File: src/rtl/hack_mem_arbiter_pkg.sv
// +--------------------------------------------------------------------+
// | hack_mem_arbiter_pkg : shared state/owner/address constants        |
// | Rev 1.0                                                            |
// +--------------------------------------------------------------------+
`default_nettype none

package hack_mem_arbiter_pkg;

    localparam logic [1:0]  ST_IDLE     = 2'd0;
    localparam logic [1:0]  ST_SERVE    = 2'd1;
    localparam logic [1:0]  ST_RESP     = 2'd2;

    localparam logic        OWN_CPU     = 1'b0;
    localparam logic        OWN_DMA     = 1'b1;

    localparam logic [14:0] SCREEN_BASE = 15'h4000;
    localparam logic [14:0] KBD_ADDR    = 15'h6000;

    // Anything above the keyboard is unmapped; the keyboard itself is read-only.
    function automatic logic addr_rejected(input logic we, input logic [14:0] addr);
        return (addr > KBD_ADDR) || (we && (addr == KBD_ADDR));
    endfunction

endpackage

`default_nettype wire

File: src/rtl/hack_mem_arbiter_starve.sv
// +--------------------------------------------------------------------+
// | arb_starve_counter : saturating count of DMA arbitration losses    |
// | Rev 1.0                                                            |
// +--------------------------------------------------------------------+
`default_nettype none

module arb_starve_counter #(
    parameter int STARVE_LIMIT = 8
) (
    input  logic clk,
    input  logic rst_n,
    input  logic inc,
    input  logic clr,
    output logic limit_hit
);

    localparam int             CNT_W   = $clog2(STARVE_LIMIT + 1);
    localparam logic [CNT_W-1:0] c_limit = CNT_W'(STARVE_LIMIT);

    logic [CNT_W-1:0] r_count;

    always_ff @(posedge clk or negedge rst_n) begin
        if (!rst_n) begin
            r_count <= '0;
        end else if (clr) begin
            r_count <= '0;
        end else if (inc && (r_count != c_limit)) begin
            r_count <= r_count + 1'b1;
        end
    end

    assign limit_hit = (r_count == c_limit);

endmodule

`default_nettype wire

File: src/rtl/hack_mem_arbiter.sv
// +--------------------------------------------------------------------+
// | hack_mem_arbiter : CPU/DMA arbiter for the Hack data memory port   |
// | Optional address guard: HACK_MEM_ARB_ADDR_GUARD_EN      Rev 1.0    |
// +--------------------------------------------------------------------+
`default_nettype none

module hack_mem_arbiter
    import hack_mem_arbiter_pkg::*;
#(
    parameter int STARVE_LIMIT = 8
) (
    input  logic        clk,
    input  logic        rst_n,
    input  logic        cpu_req,
    input  logic        cpu_we,
    input  logic [14:0] cpu_addr,
    input  logic [15:0] cpu_wdata,
    output logic        cpu_ack,
    output logic [15:0] cpu_rdata,
    input  logic        dma_req,
    input  logic        dma_we,
    input  logic [14:0] dma_addr,
    input  logic [15:0] dma_wdata,
    output logic        dma_ack,
    output logic [15:0] dma_rdata,
    output logic [15:0] mem_in,
    output logic [14:0] mem_address,
    output logic        mem_load,
    input  logic [15:0] mem_out,
    output logic        addr_err
);

    logic [1:0]  r_state;
    logic [1:0]  w_next_state;

    logic        r_owner;
    logic        r_we;
    logic [14:0] r_addr;
    logic [15:0] r_wdata;
    logic        r_reject;
    logic [15:0] r_cpu_rdata;
    logic [15:0] r_dma_rdata;

    logic        w_any_req;
    logic        w_limit_hit;
    logic        w_grant_dma;
    logic        w_sel_we;
    logic [14:0] w_sel_addr;
    logic [15:0] w_sel_wdata;
    logic        w_req_reject;
    logic        w_starve_inc;
    logic        w_starve_clr;
    logic        w_idle;

    assign w_idle      = (r_state == ST_IDLE);
    assign w_any_req   = cpu_req | dma_req;
    // CPU has fixed priority until DMA has lost STARVE_LIMIT times in a row.
    assign w_grant_dma = dma_req & (~cpu_req | w_limit_hit);
    assign w_sel_we    = w_grant_dma ? dma_we    : cpu_we;
    assign w_sel_addr  = w_grant_dma ? dma_addr  : cpu_addr;
    assign w_sel_wdata = w_grant_dma ? dma_wdata : cpu_wdata;

`ifdef HACK_MEM_ARB_ADDR_GUARD_EN
    assign w_req_reject = addr_rejected(w_sel_we, w_sel_addr);
`else
    assign w_req_reject = 1'b0;
`endif

    assign w_starve_inc = w_idle & dma_req & ~w_grant_dma;
    assign w_starve_clr = w_idle & (~dma_req | w_grant_dma);

    arb_starve_counter #(
        .STARVE_LIMIT (STARVE_LIMIT)
    ) u_starve (
        .clk       (clk),
        .rst_n     (rst_n),
        .inc       (w_starve_inc),
        .clr       (w_starve_clr),
        .limit_hit (w_limit_hit)
    );

    always_ff @(posedge clk or negedge rst_n) begin
        if (!rst_n) begin
            r_state <= ST_IDLE;
        end else begin
            r_state <= w_next_state;
        end
    end

    always_comb begin
        w_next_state = r_state;
        case (r_state)
            ST_IDLE:  if (w_any_req) w_next_state = ST_SERVE;
            ST_SERVE: w_next_state = ST_RESP;
            ST_RESP:  w_next_state = ST_IDLE;
            default:  w_next_state = ST_IDLE;
        endcase
    end

    // Request fields are frozen at the IDLE exit; later input changes are ignored.
    always_ff @(posedge clk or negedge rst_n) begin
        if (!rst_n) begin
            r_owner  <= OWN_CPU;
            r_we     <= 1'b0;
            r_addr   <= '0;
            r_wdata  <= '0;
            r_reject <= 1'b0;
        end else if (w_idle && w_any_req) begin
            r_owner  <= w_grant_dma ? OWN_DMA : OWN_CPU;
            r_we     <= w_sel_we;
            r_addr   <= w_sel_addr;
            r_wdata  <= w_sel_wdata;
            r_reject <= w_req_reject;
        end
    end

    // Writes keep rdata; reads and rejected accesses replace it.
    always_ff @(posedge clk or negedge rst_n) begin
        if (!rst_n) begin
            r_cpu_rdata <= '0;
            r_dma_rdata <= '0;
        end else if ((r_state == ST_SERVE) && (r_reject || !r_we)) begin
            if (r_owner == OWN_DMA) begin
                r_dma_rdata <= r_reject ? 16'h0000 : mem_out;
            end else begin
                r_cpu_rdata <= r_reject ? 16'h0000 : mem_out;
            end
        end
    end

    always_comb begin
        mem_address = '0;
        mem_in      = '0;
        mem_load    = 1'b0;
        cpu_ack     = 1'b0;
        dma_ack     = 1'b0;
        addr_err    = 1'b0;
        case (r_state)
            ST_SERVE: begin
                mem_address = r_addr;
                mem_in      = r_wdata;
                mem_load    = r_we & ~r_reject;
            end
            ST_RESP: begin
                cpu_ack  = (r_owner == OWN_CPU);
                dma_ack  = (r_owner == OWN_DMA);
                addr_err = r_reject;
            end
            default: ;
        endcase
    end

    assign cpu_rdata = r_cpu_rdata;
    assign dma_rdata = r_dma_rdata;

endmodule

`default_nettype wire

File: config.mk
export PLATFORM = sky130hd
export DESIGN_NAME = hack_mem_arbiter
export DESIGN_NICKNAME = d
export VERILOG_FILES = /design/src/rtl/hack_mem_arbiter_pkg.sv /design/src/rtl/hack_mem_arbiter_starve.sv /design/src/rtl/hack_mem_arbiter.sv
export SDC_FILE = /design/constraint.sdc
export NUM_CORES = 1
export LEC_CHECK = 0
export CORE_MARGIN = 2
export CORE_UTILIZATION = 39
export CTS_BUF_LIST = sky130_fd_sc_hd__clkbuf_4 sky130_fd_sc_hd__clkbuf_8 sky130_fd_sc_hd__clkbuf_16
export CTS_CLUSTER_DIAMETER = 40
export DETAILED_ROUTE_END_ITERATION = 8
export PLACE_DENSITY = 0.8
export SYNTH_ARGS = -nofsm -noshare
export SYNTH_HDL_FRONTEND = slang
export SYNTH_SLANG_ARGS = --single-unit
File: constraint.sdc
create_clock -name clk -period 1.57 [get_ports clk]
set_input_delay 0.157 -clock clk [delete_from_list [all_inputs] [get_ports clk]]
set_output_delay 0.157 -clock clk [all_outputs]
set_load 0.005 [all_outputs]
==> impl_metrics.json <==
{
  "outcome": "finished, violations left",
  "failed_checks": "negative setup slack",
  "grt_use_total_pct": 22.09,
  "synth_seq_area_share_pct": 49.03,
  "antenna_found_initial": 0,
  "power.leakage_nw": 2.553,
  "die_x_um": 100.4,
  "syn_avg_cell_area_um2": 11.01,
  "fp.dieArea_um2": 10080,
  "port_buffers": 149,
  "reg2reg_from": "r_state[1]",
  "finalClockSkew_ns": 0.009822,
  "ys_types": 33,
  "numCtsBuffers": 9,
  "h-tree-depth": 3,
  "start_util_pct": 39.78,
  "grt_pass1_wl_um": 17280,
  "clock_sinks": 71,
  "synthTopCellsByCount": "dfrtp_1 (71), inv_1 (37), nor2_1 (33)",
  "post-place-ws_ns": -0.1105,
  "drt_iter0_markers": 154,
  "gr-total-overflow": 0,
  "grt_setup_unrepaired": "yes",
  "ir_worst_vdd_mv": 0.6726,
  "synth_edf_count": 0,
  "ys_warn_count": 0,
  "reg2reg_to": "dma_rdata[6]",
  "required_ns": 1.82,
  "grt_max_degree": 45,
  "drt-vias-per-instance": 5.468,
  "slew_violations": 0,
  "syn-num-nets": 415,
  "synth_flop_cell": "dfrtp_1",
  "clockBufferDepth": 2,
  "fin_crit_ns": 1.719,
  "synthCells": 329,
  "yosysMostFrequentCell": "dfrtp_1",
  "period_share_pct": 109.5,
  "r2r_slack_ns": -0.15,
  "clock_latency_ns": 0.36,
  "drt_wl_total_um": 12030,
  "final-setup-viol-count": 39,
  "arrival_ns": 1.96,
  "synth-seq-cells": 71,
  "ant_nets": 0,
  "place_hpwl_um": 7283,
  "crit_type": "reg2reg",
  "synthTopCellsByArea": "dfrtp_1 (49%), o221ai_2 (12%), mux2_1 (6.2%), nand4_1 (5.5%), nand3_1 (4.4%)",
  "rows": 35,
  "io_pins": 151,
  "place.gp.congestion": 0.7909,
  "drive_gt1_share_pct": 37.43,
  "path_clk_slew_ns": 0.08,
  "grt_pass1_vias": 3435,
  "first_pass_iters": 5,
  "syn_area_um2": 3623,
  "drc": 0,
  "p_per_area_nw_per_um2": 1820,
  "stdcell_count": 616,
  "end_kind": "flop",
  "core-area_um2": 9109,
  "maxCapViolCount": 0,
  "num_antenna_cells": 0,
  "cts_tree": "yes",
  "multiInputGateArea_um2": 1779,
  "hp-class": "in2async",
  "cp-start-kind": "flop",
  "syn2layout_area_growth_pct": 62.26,
  "timing.fmax_mhz": 581.6,
  "async_flop_share_pct": 100.0,
  "fillers": 683,
  "wl_per_cell_um": 19.52,
  "reg2reg_depth": 6,
  "die_h_um": 100.4,
  "setup_slack_ns": -0.1494,
  "cts_root_buffer": "clkbuf_8",
  "hold_viol": 0,
  "layout.nets": 586,
  "place_inst": 577,
  "crit_fanout": 8,
  "synth_top_area_share_pct": 49.03,
  "seq_area_um2": 1778,
  "synth_largest_area_cell": "dfrtp_1",
  "num_vias": 3368
}
[registers in the layout, indices dropped and copies added (netlist names)]
signal,flops
cpu_rdata,16
u_starve.r_count,4
r_owner,1
r_wdata,16
r_addr,15
r_we,1
dma_rdata,16
r_state,2
[worst max-delay path: stages (launching register included)]
cell	delay, ns
dfrtp_1	0.38
nand2b_4	0.16
buf_8	0.13
buf_12	0.12
nor3_4	0.28
clkbuf_16	0.23
mux2_4	0.31
[cells by family (layout without fill, tap and decap cells)]
family / count (synthesis) / in the layout / share of synthesized area [%]
buffers and inverters: 69 / 244 / 8.943
multiplexers: 32 / 32 / 9.945
adder cells (fa/ha/maj): 2 / 2 / 0.6905
flip-flops: 71 / 71 / 49.03
AO/OA/AOI/OAI: 40 / 40 / 14.36
other: 1 / 1 / 0.1035
AND/OR/NAND/NOR: 114 / 115 / 16.92
[cell usage in the layout (no fill, tap or decap), types with 4 or more instances in the layout]
cell	count
clkdlybuf4s50_1	114
dfrtp_1	70
inv_1	37
mux2_4	32
nand3_1	32
nand4_1	32
o221ai_2	28
buf_4	24
buf_2	24
nor2_2	20
clkbuf_8	10
nor2_1	8
clkbuf_2	7
buf_12	6
nor2_4	5
buf_6	5
o221ai_1	4
[routing by layer]
layer  up-vias  part of all wire (%)  global-route usage, %
li1       1528                     -                      -
met2       135                    51                  39.03
met5         -                     0                      0
met3        18                   6.4                  4.596
met4         0                   1.5                  7.798
met1      1687                    41                  26.66
[stage by stage]
stage / area [um2] / utilization [%] / power, mW / TNS (ns) / hold slack, ns
after floorplan: 3626 / - / 5.775 / 0 / -0.1386
after global placement: 5296 / 58.15 / 7.879 / -0.2540 / 0.1399
after detailed placement: 5296 / 58.15 / 8.077 / -1.656 / 0.1459
after CTS: 5759 / 63.23 / 10.17 / -5.200 / 0.3123
after global routing: 5879 / 64.55 / 11.31 / -5.507 / 0.3297
final: 5879 / 64.55 / 10.70 / -3.107 / 0.2928
[layout make-up]
cell class | count | area share, %
Clock buffer | 10 | 2.341
Clock inverter | 6 | 1.149
Inverter | 37 | 2.362
Multi-Input combinational cell | 190 | 30.26
Sequential cell | 71 | 30.24
Tap cell | 111 | 2.362
Timing Repair Buffer | 191 | 31.28
[worst max path at each step]
stage | startpoint | to | slack [ns] | cells after the start
floorplan | u_starve.r_count[0] | r_addr[0] | 0.01 | 6
global placement | cpu_req | r_wdata[2] | -0.04 | 4
detailed placement | cpu_req | r_wdata[2] | -0.11 | 4
CTS | r_state[1] | cpu_rdata[13] | -0.18 | 6
global route | r_state[1] | dma_rdata[8] | -0.21 | 6
finish | r_state[1] | dma_rdata[6] | -0.15 | 6
[repair_timing]
item / CTS / global route
pin swaps: 4 / 4
hold buffers: 1 / 0
buffers inserted: 13 / 8
resized for setup: 124 / 82
hold endpoints to repair: 34 / 0
setup endpoints to repair: 64 / 101
gates cloned: 5 / 2
[power breakdown]
group	switching, mW	leakage (nW)	internal, mW
sequential	0.452	0.871	2.70
combinational	2.71	1.58	3.31
clock	0.736	0.0989	0.782
Power figures use the tool's default switching activity.
